<file path="config.mk">
export PLATFORM = sky130hd
export DESIGN_NAME = riscmacro_loader
export DESIGN_NICKNAME = d
export VERILOG_FILES = /design/src/rtl/riscmacro_loader.sv
export SDC_FILE = /design/constraint.sdc
export NUM_CORES = 1
export LEC_CHECK = 0
export BUFFER_PORTS_ARGS = -buffer_cell sky130_fd_sc_hd__buf_4
export CAP_MARGIN = 10
export CORE_MARGIN = 2
export CORE_UTILIZATION = 35
export DETAILED_ROUTE_END_ITERATION = 7
export GPL_TIMING_DRIVEN = 0
export HOLD_SLACK_MARGIN = 0.12
export MAX_ROUTING_LAYER = met4
export PLACE_DENSITY = 0.63
export SYNTH_ARGS = -nofsm -noshare
export SYNTH_HDL_FRONTEND = slang
export SYNTH_SLANG_ARGS = --single-unit
</file>
<file path="constraint.sdc">
create_clock -name clk -period 6.6 [get_ports clk]
set_input_delay 0.33 -clock clk [delete_from_list [all_inputs] [get_ports clk]]
set_output_delay 0.33 -clock clk [all_outputs]
set_load 0.005 [all_outputs]
</file>
<file path="src/rtl/riscmacro_loader.sv">
// Loads a framed byte stream (SYNC, 16-bit word count, words, checksum) into CPU memory through
// the override write port, and holds the CPU in reset until a frame loads with a good checksum.
module riscmacro_loader #(
    parameter int unsigned          BIT_WIDTH      = 32,
    parameter logic [BIT_WIDTH-1:0] BASE_ADDR      = '0,
    parameter int unsigned          ADDR_STEP      = 4,
    parameter logic [7:0]           SYNC_BYTE      = 8'hA5,
    parameter int unsigned          TIMEOUT_CYCLES = 100000
) (
    input  logic                 clk,
    input  logic                 reset,
    input  logic [7:0]           in_data,
    input  logic                 in_valid,
    output logic                 in_ready,
    output logic                 override_memwrite,
    output logic                 override_memread,
    output logic [BIT_WIDTH-1:0] override_rwaddr,
    output logic [BIT_WIDTH-1:0] override_rwdata,
    output logic                 cpu_reset,
    output logic                 load_done,
    output logic                 load_err
);

    localparam int unsigned TW = $clog2(TIMEOUT_CYCLES + 1);

    typedef enum logic [2:0] {
        StIdle, StLenHi, StLenLo, StData, StWrite, StCsum, StDone, StErr
    } state_e;

    state_e               state_q, state_d;
    logic [TW-1:0]        tmo_q;
    logic [7:0]           len_hi_q;
    logic [15:0]          words_left_q;
    logic [1:0]           byte_cnt_q;
    logic [23:0]          word_q;
    logic [7:0]           csum_q;
    logic [BIT_WIDTH-1:0] addr_q;
    logic [BIT_WIDTH-1:0] rwaddr_q;
    logic [BIT_WIDTH-1:0] rwdata_q;
    logic                 cpu_reset_q;
    logic                 load_done_q;
    logic                 load_err_q;

    logic       accept;
    logic       is_sync;
    logic       timed;
    logic       tmo_hit;
    logic [7:0] csum_next;

    always_comb begin
        accept    = in_valid & in_ready;
        is_sync   = (in_data == SYNC_BYTE);
        csum_next = csum_q + in_data;
        timed     = (state_q == StLenHi) || (state_q == StLenLo) ||
                    (state_q == StData)  || (state_q == StCsum);
        tmo_hit   = timed && !accept && (tmo_q == TW'(TIMEOUT_CYCLES - 1));
    end

    // State register; status outputs are registered from the next state.
    always_ff @(posedge clk or posedge reset) begin
        if (reset) begin
            state_q     <= StIdle;
            cpu_reset_q <= 1'b1;
            load_done_q <= 1'b0;
            load_err_q  <= 1'b0;
        end else begin
            state_q     <= state_d;
            cpu_reset_q <= (state_d != StDone);
            load_done_q <= (state_d == StDone);
            load_err_q  <= (state_d == StErr);
        end
    end

    always_comb begin
        state_d = state_q;
        unique case (state_q)
            StIdle, StDone, StErr: if (accept && is_sync) state_d = StLenHi;
            StLenHi: if (accept) state_d = StLenLo;
            StLenLo: begin
                if (accept) state_d = ({len_hi_q, in_data} == 16'd0) ? StCsum : StData;
            end
            StData:  if (accept && byte_cnt_q == 2'd3) state_d = StWrite;
            StWrite: state_d = (words_left_q == 16'd1) ? StCsum : StData;
            StCsum: begin
                if (accept) state_d = (csum_next == 8'd0) ? StDone : StErr;
            end
            default: state_d = StIdle;
        endcase
        if (tmo_hit) state_d = StErr;
    end

    always_comb begin
        in_ready          = (state_q != StWrite);
        override_memwrite = (state_q == StWrite);
        override_memread  = 1'b0;
        override_rwaddr   = rwaddr_q;
        override_rwdata   = rwdata_q;
        cpu_reset         = cpu_reset_q;
        load_done         = load_done_q;
        load_err          = load_err_q;
    end

    always_ff @(posedge clk or posedge reset) begin
        if (reset) begin
            tmo_q        <= '0;
            len_hi_q     <= '0;
            words_left_q <= '0;
            byte_cnt_q   <= '0;
            word_q       <= '0;
            csum_q       <= '0;
            addr_q       <= BASE_ADDR;
            rwaddr_q     <= BASE_ADDR;
            rwdata_q     <= '0;
        end else begin
            // Idle counter restarts on any accept and on every state change.
            if (timed && !accept && (state_d == state_q)) begin
                tmo_q <= tmo_q + TW'(1);
            end else begin
                tmo_q <= '0;
            end

            if (accept) begin
                unique case (state_q)
                    StIdle, StDone, StErr: begin
                        if (is_sync) begin
                            csum_q     <= '0;
                            byte_cnt_q <= '0;
                        end
                    end
                    StLenHi: begin
                        len_hi_q <= in_data;
                        csum_q   <= csum_next;
                    end
                    StLenLo: begin
                        words_left_q <= {len_hi_q, in_data};
                        addr_q       <= BASE_ADDR;
                        byte_cnt_q   <= '0;
                        csum_q       <= csum_next;
                    end
                    StData: begin
                        word_q     <= {word_q[15:0], in_data};
                        byte_cnt_q <= byte_cnt_q + 2'd1;
                        csum_q     <= csum_next;
                        if (byte_cnt_q == 2'd3) begin
                            rwaddr_q <= addr_q;
                            rwdata_q <= BIT_WIDTH'({word_q, in_data});
                        end
                    end
                    default: ;
                endcase
            end

            if (state_q == StWrite) begin
                addr_q       <= addr_q + BIT_WIDTH'(ADDR_STEP);
                words_left_q <= words_left_q - 16'd1;
            end
        end
    end

endmodule

</file>
After elaboration in Yosys (flattened, before gate mapping) --
Index checks and enable logic that the tools add are counted.
Storage, ports and cells: register bits 177, input port bits 11, output and inout port bits 70, logic and storage cells 81
Operators by class: $add $sub $neg 5, equal/unequal tests 17, multiplexer cells 21, bitwise gates (word level) 1, reductions and logical operators 24
Operators with widths (number):
- 32-bit 2-to-1 mux | 3
- 16-bit 2-to-1 mux | 3
- 32-bit by 3-bit adder with 32-bit output, second input constant | 1
- 3-bit 2-to-1 mux | 8
- 3-bit == test, second input constant | 6
- 3-bit one-hot mux with 6 select lines | 1
- 17-bit by 1-bit adder with 17-bit output, second input constant | 1
- 17-bit == test, second input constant | 1
- 17-bit 2-to-1 mux | 1
- 16-bit by 1-bit == test with 1-bit output, second input constant | 1
- 16-bit zero test | 1
- 8-bit one-hot mux with 2 select lines | 1
- 16-bit by 1-bit subtractor with 16-bit output, second input constant | 1
- 3-bit AND reduction | 3
- 8-bit adder | 1
- 8-bit == test, second input constant | 1
- 8-bit zero test | 1
- 8-bit 2-to-1 mux | 1
- 3-bit by 2-bit == test with 1-bit output, second input constant | 2
- 3-bit inequality test, second input constant | 2
- 2-bit one-hot mux with 3 select lines | 1
- 2-bit AND reduction | 3
- 2-bit nonzero test | 3
- 3-bit OR reduction | 2
- other kinds (13) | 19

Longest topological paths before layout --
word-level depth 10, depth in mapped cells 9

Worst setup path before layout --
OpenSTA, ideal clock, no wires.
path type register to register, from register csum_q[0], to register cpu_reset_q, in the netlist cpu_reset, setup time 0.082 ns, data arrival time 2.182 ns, slack 4.336 ns, stages on the path, launching flop included 9, period minus slack after synthesis 2.264 ns, cell sequence dfrtp_1 -> ha_1 -> fa_1 -> a211oi_1 -> nor2_1 -> xor2_1 -> a2111oi_0 -> a21oi_1 -> or2_1
On the way: longest elaborated chain between the ends 7
RTL lines:
- from (decl) | RTL line 36 | logic [7:0] csum_q;
- from (signal assigned) | RTL line 132 | csum_q <= csum_next;
- from (signal assigned) | RTL line 138 | csum_q <= csum_next;
- from (signal assigned) | RTL line 143 | csum_q <= csum_next;
- 8-bit adder | RTL line 53 | csum_next = csum_q + in_data;
- 8-bit zero test | RTL line 85 | if (accept) state_d = (csum_next == 8'd0) ? StDone : StErr;
- 1-bit 2-to-1 mux | RTL line 85
- 3-bit 2-to-1 mux | RTL line 85
- 3-bit one-hot mux with 6 select lines | RTL line 76 | unique case (state_q)
- 3-bit 2-to-1 mux | RTL line 89 | if (tmo_hit) state_d = StErr;
- named net state_d[0] | RTL line 30 | state_e state_q, state_d;
- 3-bit inequality test | RTL line 68 | cpu_reset_q <= (state_d != StDone);
- to (signal assigned) | RTL line 68
- to (decl) | RTL line 40 | logic cpu_reset_q;
The timed path passes the listed nets, and every way through them passes these cells. A chain may end at the register's enable or synchronous reset.

Worst setup path after layout --
Same ends and word-level chain as after synthesis.

==> run summary <==
The critical path is of the reg2reg type. The number of warnings printed during yosys synthesis came out at 0. The count of buffer and inverter cells on the critical path is 0.

The post-detailed-placement cell area came out at 8890 um^2. In this run the power density over the cells is 408 nW/um^2. The clock transition time at the flip-flop clock pins of the worst setup and hold paths is 0.07 ns.

The TritonCTS clock tree is yes. The final hold slack is 0.195 ns. Data on the critical path arrives at its endpoint at 3.07 ns. The number of antenna violations at the first check in global routing is 0.

The total congestion overflow came out at 0. The number of detailed-routing iterations run before antenna repair is 7. The reported net switching power is 0.00131 W.

The pin count of the biggest net entering global routing came out at 89. The relative contribution of the clock network to total power came out at 0.259. The x dimension of the die is 154 um. Counting along the longest clock path gives a buffer depth of 2.

Of all nets on the critical path, the largest fanout is 4. After routing the design area is 9480 um^2. The via density per instance came out at 5.17. The number of placement rows came out at 55. Summed over all layers, the routed wires come to 17.6 mm. The proportion of power drawn by combinational gates is 0.315. The wire length of the first global-routing pass came out at 28.8 mm. The portion of the clock cycle consumed by the worst path in the final layout came out at 0.411. The detailed-placement wirelength estimate is 12.3 mm. Once the clock tree was built, the resizer swapped 0 gates to a different size. The path class of the tightest hold or removal check is in2reg. The max-capacitance violation count is 0. Buffers inserted during clock tree synthesis total 17. The number of buffers inserted by port buffering came out at 76. Once layout is complete, the utilization of the core stands at 0.423. The number of synthesized register bits is 173. The flow ran to the end, and the final reports show no timing, DRC or antenna violations. The worst slew margin relative to its limit came out at 0.348. The die extent in y is 154 um. The count of pins over their slew limit was 0. VDD sags by at most 169 uV. Setup repair after global routing left no endpoint under its margin. The via count of the first global-routing pass is 5496.

The kind of start point of the critical path is a flop. The final net count is 849. The routed length per placed instance came out at 15.7 um. The global-route usage over all layers came out at 0.155. The post-synthesis cell type count came out at 65. The area of the placeable core is 22400 um^2. The highest achievable clock rate is 0.369 GHz. The mean cell area of the mapped netlist is 10.9 um^2. In this run, the number of DRC markers left after iteration 0 of detailed routing was 467. The design internal power came out at 0.00256 W. In the synthesized netlist the dominant register cell turns out to be sky130_fd_sc_hd__dfrtp_1.

Pin placement for this block handled 81 I/O pins. The worst hold path passes through 3 cells. The fraction of registers with async set or reset after synthesis is 1.00. On the worst path, the slowest cell contributes a delay of 0.48 ns.

The count of inserted antenna diode cells is 0. Counting every sink on the clock net gives 173. The number of nets with antenna violations after detailed routing came out at 0. The reported leakage power came out at 4.39 nW. The gate count after technology mapping is 726. The routability-driven placement congestion ratio came out at 0.853. STA classifies the critical path endpoint as a flop. For this block, the via count after detailed routing is 5797. The H-tree level count came out at 4. The share of the Yosys chip area taken by registers is 0.547. The post-route clock skew came out at 0.0123 ns. The required time of the critical path came out at 6.96 ns.

The number of hold violations in the final report is 0. The slowest stage of the critical path is the sky130_fd_sc_hd__a2111oi_0 cell. After detailed routing, the number of remaining DRC violations is 0. The area growth from synthesis to layout is 19.7%. Among cell families on the critical path, the largest total delay comes from compound AO/OA/AOI/OAI gates.

The initial cell density of the core is 0.353. The share of cells above drive strength 1 came out at 0.241. The pin slew with the least headroom to its limit came out at 0.977 ns. The number of setup violations in the final report came out at 0. The share of total power dissipated in sequential elements is 0.426. The master cell of the clock root buffer is sky130_fd_sc_hd__clkbuf_16. The area enclosed by the die boundary is 23800 um^2.

The fill cell instance count of the final layout is 2161. The source-to-sink clock delay at the later pin of the worst-skew pair came out at 0.43 ns. The total standard cell area after synthesis is 7920 um^2.

The routed design could run at a clock period as short as 2.71 ns. The critical path goes through ha_1 > fa_1 > a211oi_1 > nor2_1 > xor2_1 > a2111oi_0 > a21oi_1 > or2_1. The worst-case reg-to-reg path depth is 8.

The number of enable flip-flop cells after synthesis is 0. Of the total power, the share spent switching nets is 0.338. The path length in cells of the critical path came out at 8.
## power by group through the flow
| stage | clock, W | combinational (W) | sequential, W |
|---|---|---|---|
| after detailed placement | 0 | 0.00123 | 0.00166 |
| after floorplan | 0 | 0.000782 | 0.00161 |
| after CTS | 0.00103 | 0.00123 | 0.00165 |
| after global routing | 0.00108 | 0.00136 | 0.00170 |
| final | 0.00100 | 0.00122 | 0.00165 |
| after global placement | 0 | 0.00120 | 0.00165 |
## synth_stat cells, drive strengths merged, types with 9 or more instances
cell type / n / area share
nand2: 136 / 0.064
nor2: 34 / 0.018
inv: 15 / 0.0071
a21oi: 10 / 0.0063
ha: 12 / 0.019
nand4: 13 / 0.010
o211ai: 15 / 0.014
xor2: 12 / 0.013
dfrtp: 172 / 0.54
o21ai: 42 / 0.027
buf: 12 / 0.0085
nor4: 13 / 0.017
clkbuf: 19 / 0.0090
nand3: 33 / 0.024
mux2: 67 / 0.095
nor3b: 9 / 0.0092
## stage by stage
stage	total power, W	cells	setup WS, ns	setup TNS (ns)
floorplan	0.00239	728	1.58	0
global placement	0.00286	1089	-0.529	-89.01
detailed placement	0.00289	1090	3.74	0
CTS	0.00391	1122	3.89	0
global route	0.00414	1122	3.63	0
finish	0.00387	1122	3.89	0
## registers in the layout, summed over array words and instances, names as in the netlist, 2 cells and up
name             cells
override_rwdata     32
addr_q              30
override_rwaddr     30
word_q              24
tmo_q               17
words_left_q        16
csum_q               8
len_hi_q             8
state_q              3
byte_cnt_q           2
## worst register-to-register path, stage by stage (launching register included)
cell	delay (ns)
sky130_fd_sc_hd__dfrtp_1	0.39
sky130_fd_sc_hd__ha_1	0.23
sky130_fd_sc_hd__fa_1	0.41
sky130_fd_sc_hd__a211oi_1	0.36
sky130_fd_sc_hd__nor2_1	0.11
sky130_fd_sc_hd__xor2_1	0.17
sky130_fd_sc_hd__a2111oi_0	0.48
sky130_fd_sc_hd__a21oi_1	0.25
sky130_fd_sc_hd__or2_1	0.27
## layer usage
layer | global-route usage | share of wire
met1 | 0.210 | 0.48
met2 | 0.238 | 0.47
met3 | 0.0303 | 0.039
met4 | 0.0445 | 0.012
met5 | - | 0
## placed cells by master (no fill, tap or decap), drive strengths merged, types with 12 or more instances in the layout
| master | n |
|---|---|
| o211ai | 15 |
| inv | 24 |
| nor2 | 34 |
| nand2 | 136 |
| o21ai | 42 |
| ha | 12 |
| clkbuf | 36 |
| buf | 89 |
| nand4 | 13 |
| dfrtp | 172 |
| xor2 | 12 |
| nor4 | 13 |
| nand3 | 33 |
| mux2 | 67 |
## final timing paths
kind	start	endpoint	slack, ns
worst max-delay path	csum_q[0]$_DFFE_PP0P_	cpu_reset$_DFF_PP1_	3.89
worst min register to register	addr_q[31]$_DFFE_PP0P_	addr_q[31]$_DFFE_PP0P_	0.48
min in group asynchronous	reset	override_rwaddr[6]$_DFFE_PP0P_	0.55
worst min-delay path	in_data[4]	word_q[4]$_DFFE_PP0P_	0.20
max in group asynchronous	reset	len_hi_q[3]$_DFFE_PP0P_	5.20
worst max register to register	csum_q[0]$_DFFE_PP0P_	cpu_reset$_DFF_PP1_	3.89
## repair_timing
| action | in CTS | in global routing |
|---|---|---|
| hold endpoints to repair | 84 | 0 |
| hold buffers | 1 | 0 |
| buffers inserted | 0 | 0 |
## cell families after synthesis
kind of cell	synth area share
flops	0.547
xor+xnor	0.0177
other cells	0.000473
fa+ha+maj	0.0215
simple gates	0.185
buf+inv	0.0246
mux	0.104
compound gates	0.0998
## cell type report
class | instances | area (um^2) | share of cell area
buffer | 31 | 139 | 0.0146
clock buffer | 17 | 425 | 0.0449
clock inverter | 14 | 156 | 0.0165
inverter | 15 | 63.8 | 0.00673
multi-input combinational | 509 | 3400 | 0.359
sequential | 173 | 4330 | 0.457
tap | 285 | 357 | 0.0376
timing repair buffer | 78 | 608 | 0.0641
(Power assumes the default switching activity.)
